<file path="config.mk">
export PLATFORM = sky130hd
export DESIGN_NAME = add2_bist_ctrl
export DESIGN_NICKNAME = d
export VERILOG_FILES = /design/src/rtl/add2_bist_ctrl.sv
export SDC_FILE = /design/constraint.sdc
export NUM_CORES = 1
export LEC_CHECK = 0
export ABC_AREA = 1
export BUFFER_PORTS_ARGS = -buffer_cell sky130_fd_sc_hd__buf_2
export CELL_PAD_IN_SITES_DETAIL_PLACEMENT = 1
export CELL_PAD_IN_SITES_GLOBAL_PLACEMENT = 1
export CORE_MARGIN = 2
export CORE_UTILIZATION = 39
export CTS_CLUSTER_SIZE = 16
export DETAILED_ROUTE_END_ITERATION = 12
export GPL_TIMING_DRIVEN = 0
export PLACE_DENSITY = 0.85
export SYNTH_ARGS = -nofsm -noshare
export SYNTH_HDL_FRONTEND = slang
export SYNTH_SLANG_ARGS = --single-unit
</file>
<file path="constraint.sdc">
create_clock -name clk -period 1.85 [get_ports clk]
set_clock_uncertainty 0.15 [all_clocks]
set_input_delay 0 -clock clk [delete_from_list [all_inputs] [get_ports clk]]
set_output_delay 0 -clock clk [all_outputs]
set_load 0.01 [all_outputs]
</file>
<file path="src/rtl/add2_bist_ctrl.sv">
// BIST controller for the add2 CUT: LFSR stimulus, MISR compaction, golden compare.
// Run latency is 1 + NUM_PAT*(SETTLE_CYC+1) + 1 cycles; start is accepted only in IDLE/DONE, with no queueing.
module add2_bist_ctrl #(
  parameter int         NUM_PAT    = 31,
  parameter logic [4:0] LFSR_SEED  = 5'b00001,
  parameter int         SETTLE_CYC = 1
) (
  input  logic       clk,
  input  logic       rst_n,
  input  logic       start,
  input  logic [7:0] golden_sig,
  input  logic [2:0] cut_out,
  output logic [4:0] cut_in,
  output logic       busy,
  output logic       done,
  output logic       pass,
  output logic [7:0] signature,
  output logic [4:0] pat_cnt
);

  typedef enum logic [2:0] {IDLE, SEED, APPLY, CAPTURE, COMPARE, DONE} state_t;

  localparam logic [4:0] NUM_PAT_L   = 5'(NUM_PAT);
  localparam logic [3:0] SETTLE_LAST = 4'(SETTLE_CYC - 1);

  state_t     state;
  logic [4:0] lfsr;
  logic [7:0] misr;
  logic [3:0] settle;
  logic [4:0] lfsr_next;
  logic [7:0] misr_next;

  assign lfsr_next = {lfsr[3:0], lfsr[4] ^ lfsr[1]};
  assign misr_next = {misr[6:0], misr[7] ^ misr[5] ^ misr[4] ^ misr[3]} ^ {5'b0, cut_out};
  assign signature = misr;

  always_ff @(posedge clk or negedge rst_n) begin
    if (!rst_n) begin
      state   <= IDLE;
      lfsr    <= LFSR_SEED;
      misr    <= 8'h00;
      pat_cnt <= 5'd0;
      settle  <= 4'd0;
      cut_in  <= 5'd0;
      busy    <= 1'b0;
      done    <= 1'b0;
      pass    <= 1'b0;
    end else begin
      case (state)
        IDLE: begin
          cut_in <= 5'd0;
          if (start) begin
            state <= SEED;
            busy  <= 1'b1;
          end
        end
        SEED: begin
          lfsr    <= LFSR_SEED;
          misr    <= 8'h00;
          pat_cnt <= 5'd0;
          settle  <= 4'd0;
          cut_in  <= LFSR_SEED;
          state   <= APPLY;
        end
        APPLY: begin
          if (settle == SETTLE_LAST) begin
            settle <= 4'd0;
            state  <= CAPTURE;
          end else begin
            settle <= settle + 4'd1;
          end
        end
        CAPTURE: begin
          misr    <= misr_next;
          lfsr    <= lfsr_next;
          pat_cnt <= pat_cnt + 5'd1;
          // cut_in is registered, so it is loaded with the next pattern on this same edge
          if (pat_cnt + 5'd1 == NUM_PAT_L) begin
            cut_in <= 5'd0;
            state  <= COMPARE;
          end else begin
            cut_in <= lfsr_next;
            state  <= APPLY;
          end
        end
        COMPARE: begin
          pass  <= (misr == golden_sig);
          done  <= 1'b1;
          busy  <= 1'b0;
          state <= DONE;
        end
        DONE: begin
          cut_in <= 5'd0;
          // done/pass drop on the accepting edge so they are already low during SEED
          if (start) begin
            state <= SEED;
            busy  <= 1'b1;
            done  <= 1'b0;
            pass  <= 1'b0;
          end
        end
        default: state <= IDLE;
      endcase
    end
  end

endmodule

</file>
==> flow_metrics.py <==
metrics = {
    "critical_path": {
        "arrival_ns": 1.77,
        "path_max_fanout": 4,
        "critPathLaunchType": "flip-flop",
        "critical_path_cell_count": 7,
        "path_class": "flip-flop to flip-flop",
        "cp_slowest_cell": "dlygate4sd3_1",
        "r2r_cells": 7,
        "path_common_cell": "nand2_1",
        "cp_top_family": "buffers and inverters",
        "critical_path_required_ns": 1.92,
        "endpoint_kind": "flip-flop",
        "crit_path_cell_trace": "inv_1 > nand2_1 > nand2_1 > dlygate4sd3_1 > nor2_1 > nand3_1 > o21ai_1",
        "slowest_delay_ns": 0.56,
        "cp.buffers_inverters": 2,
    },
    "die": {
        "dieArea_um2": 4850,
        "die_y_um": 69.7,
        "core_area_um2": 4090,
        "ios": 35,
        "die_w_um": 69.7,
        "start_util": 0.412,
        "rows": 23,
    },
    "cells_and_area": {
        "layout_commonest_cell": "nand2_1",
        "final_util": 0.522,
        "fin_cells": 308,
        "drive_gt1_frac": 0.202,
        "layout_common_cells": "58 x nand2_1, 35 x buf_2, 34 x inv_1",
        "layout.nets": 275,
        "num_antenna_cells": 0,
        "area_growth_pct": 26.8,
    },
    "logic_synthesis": {
        "postSynthCellCount": 206,
        "ys_seq_elements": 33,
        "avgSynthCellArea_um2": 8.16,
        "synth.distinct_cells": 24,
        "syn_nets": 224,
        "seq_area_frac_synth": 0.492,
        "synth_warnings": 0,
        "syn-cell-area_um2": 1680,
    },
    "outcome": {
        "outcome": "finished clean",
    },
    "clock_tree": {
        "numCtsBuffers": 5,
        "clkLatencyLatePin_ns": 0.29,
        "htreeDepth": 2,
        "postCtsSetupRepairBufs": 0,
        "root_buffer": "clkbuf_8",
        "cts.path.max_buffers": 2,
        "clock-sinks": 33,
        "tritoncts": "done",
        "clkTransAtPathRegs_ns": 0.07,
    },
    "timing": {
        "slew-limit-headroom": 0.504,
        "slew_violations": 0,
        "grt_setup_unrepaired": "no",
        "finalSetupViolations": 0,
        "layout_setup_ws_ns": 0.153,
        "post-route-min-period_ns": 1.70,
        "max_freq_mhz": 589,
        "final_hold_viol_count": 0,
        "fin_crit_sh": 0.918,
        "worstMarginPinSlew_ns": 0.745,
        "fin_setup_tns_ns": 0,
    },
    "power": {
        "ir_drop_uv": 532,
        "p_leak_nw": 1.12,
        "pwr-share-seq": 0.360,
        "power.share.combinational": 0.426,
        "power.share.switching": 0.415,
        "pwr_density_cell_nw_per_um2": 1550,
        "clockPowerShare": 0.215,
        "p_int_mw": 1.94,
        "p_switching_mw": 1.37,
    },
    "grt": {
        "grt_pass1_vias": 1669,
        "grt_overflow": 0,
        "track_usage": 0.197,
        "grt_pass1_wl_mm": 7.71,
        "grt_max_degree": 34,
        "antenna_found_initial": 0,
    },
    "placed_design": {
        "portBuffers": 34,
        "dp_slack_ns": 0.236,
        "dp.cells": 290,
        "hpwl_mm": 3.05,
        "place.gp.congestion": 0.749,
    },
    "drt": {
        "dr.pass1.iters": 4,
        "drtIter0Drc": 51,
        "ant_nets": 0,
        "wl_mm": 4.42,
        "route.vias.total": 1561,
        "wl_per_cell_um": 14.4,
        "drc": 0,
        "vias_per_cell": 5.07,
    },
    "hold_path": {
        "holdPathStages": 6,
        "holdCritPathClass": "primary input to flip-flop",
    },
    "run": {
        "drv_cap": 0,
    },
}
## synthesized netlist by cell type
master / n / area, um^2
dfstp_2: 1 / 26.3
inv_4: 1 / 6.26
nand3b_1: 1 / 7.51
o22ai_1: 15 / 93.8
nor2_8: 1 / 20.0
a22oi_1: 1 / 7.51
xor2_1: 1 / 8.76
nand2_1: 58 / 218
buf_6: 1 / 11.3
inv_1: 34 / 128
a22o_1: 1 / 8.76
nand2_2: 1 / 6.26
nor2_2: 2 / 12.5
xnor2_1: 7 / 61.3
ha_1: 4 / 50.1
buf_2: 1 / 5.00
dfrtp_1: 32 / 801
nand2_4: 1 / 11.3
nand3_1: 15 / 75.1
nor2_1: 14 / 52.6
o21ai_0: 9 / 45.0
a21oi_1: 2 / 10.0
nand4_1: 2 / 12.5
inv_2: 1 / 3.75
## final timing paths
check,start,endpoint,slack [ns]
max,signature[0],pass,0.15
min,golden_sig[4],pass,0.0004
max reg2reg,signature[0],pass,0.15
min reg2reg,cut_in[3],cut_in[3],0.33
max in group asynchronous,rst_n,signature[0],0.87
min in group asynchronous,rst_n,done,0.16
## state kept, by name, summed over array words and instances (netlist names)
name / flops
pass: 1
done: 1
cut_in: 5
settle: 4
lfsr: 5
pat_cnt: 5
state: 3
busy: 1
signature: 8
## per-stage QoR
step / hold WS (ns) / power (mW) / cell area (um^2)
2_1_floorplan: -0.446 / 2.11 / 1680
3_3_place_gp: -0.0416 / 2.50 / 1910
4_1_cts: 0.000561 / 3.34 / 2130
6_report: 0.000375 / 3.31 / 2130
5_1_grt: 0.0256 / 3.59 / 2130
3_5_place_dp: -0.0342 / 2.56 / 1910
## layout make-up
cell class | count | area, um^2
inverter | 36 | 138
sequential | 33 | 828
clock inverter | 1 | 30.0
tap | 50 | 62.6
multi-input combinational | 135 | 701
buffer | 2 | 16.3
clock buffer | 7 | 86.3
timing repair buffer | 44 | 270
fill | 520 | 1950
## worst reg2reg max path: cells and delay by family, from the launching register on
family	cells	cell delay, ns
buffers and inverters	2	0.63
DFF	1	0.40
and+or+nand+nor	4	0.33
AOI/OAI and AO/OA	1	0.12
## layer usage
| layer | track usage | share of wire |
|---|---|---|
| met5 | 0 | 0 |
| met4 | 0.0598 | 0.017 |
| met3 | 0.0480 | 0.041 |
| met2 | 0.333 | 0.49 |
| met1 | 0.250 | 0.45 |
## power by group through the flow
stage                     registers, mW  logic, mW  clock network (mW)
after detailed placement           1.20       1.36                   0
after global routing               1.22       1.60               0.766
final                              1.19       1.41               0.711
after global placement             1.18       1.31                   0
after floorplan                    1.23      0.880                   0
after CTS                          1.19       1.42               0.724
## logic make-up (layout without fill, tap and decap cells)
logic type / after synthesis / count (layout) / share of synthesized area
compound gates: 28 / 28 / 0.0982
buf+inv: 38 / 90 / 0.0915
fa+ha+maj: 4 / 4 / 0.0298
flops: 33 / 33 / 0.492
simple gates: 95 / 95 / 0.247
xor+xnor: 8 / 8 / 0.0417
## what timing repair did
action / CTS / global route
endpoints found under the setup margin: 0 / 1
hold buffers: 10 / 0
resized for setup: 0 / 2
endpoints found under the hold margin: 38 / 0
Power figures use the tool's default switching activity.
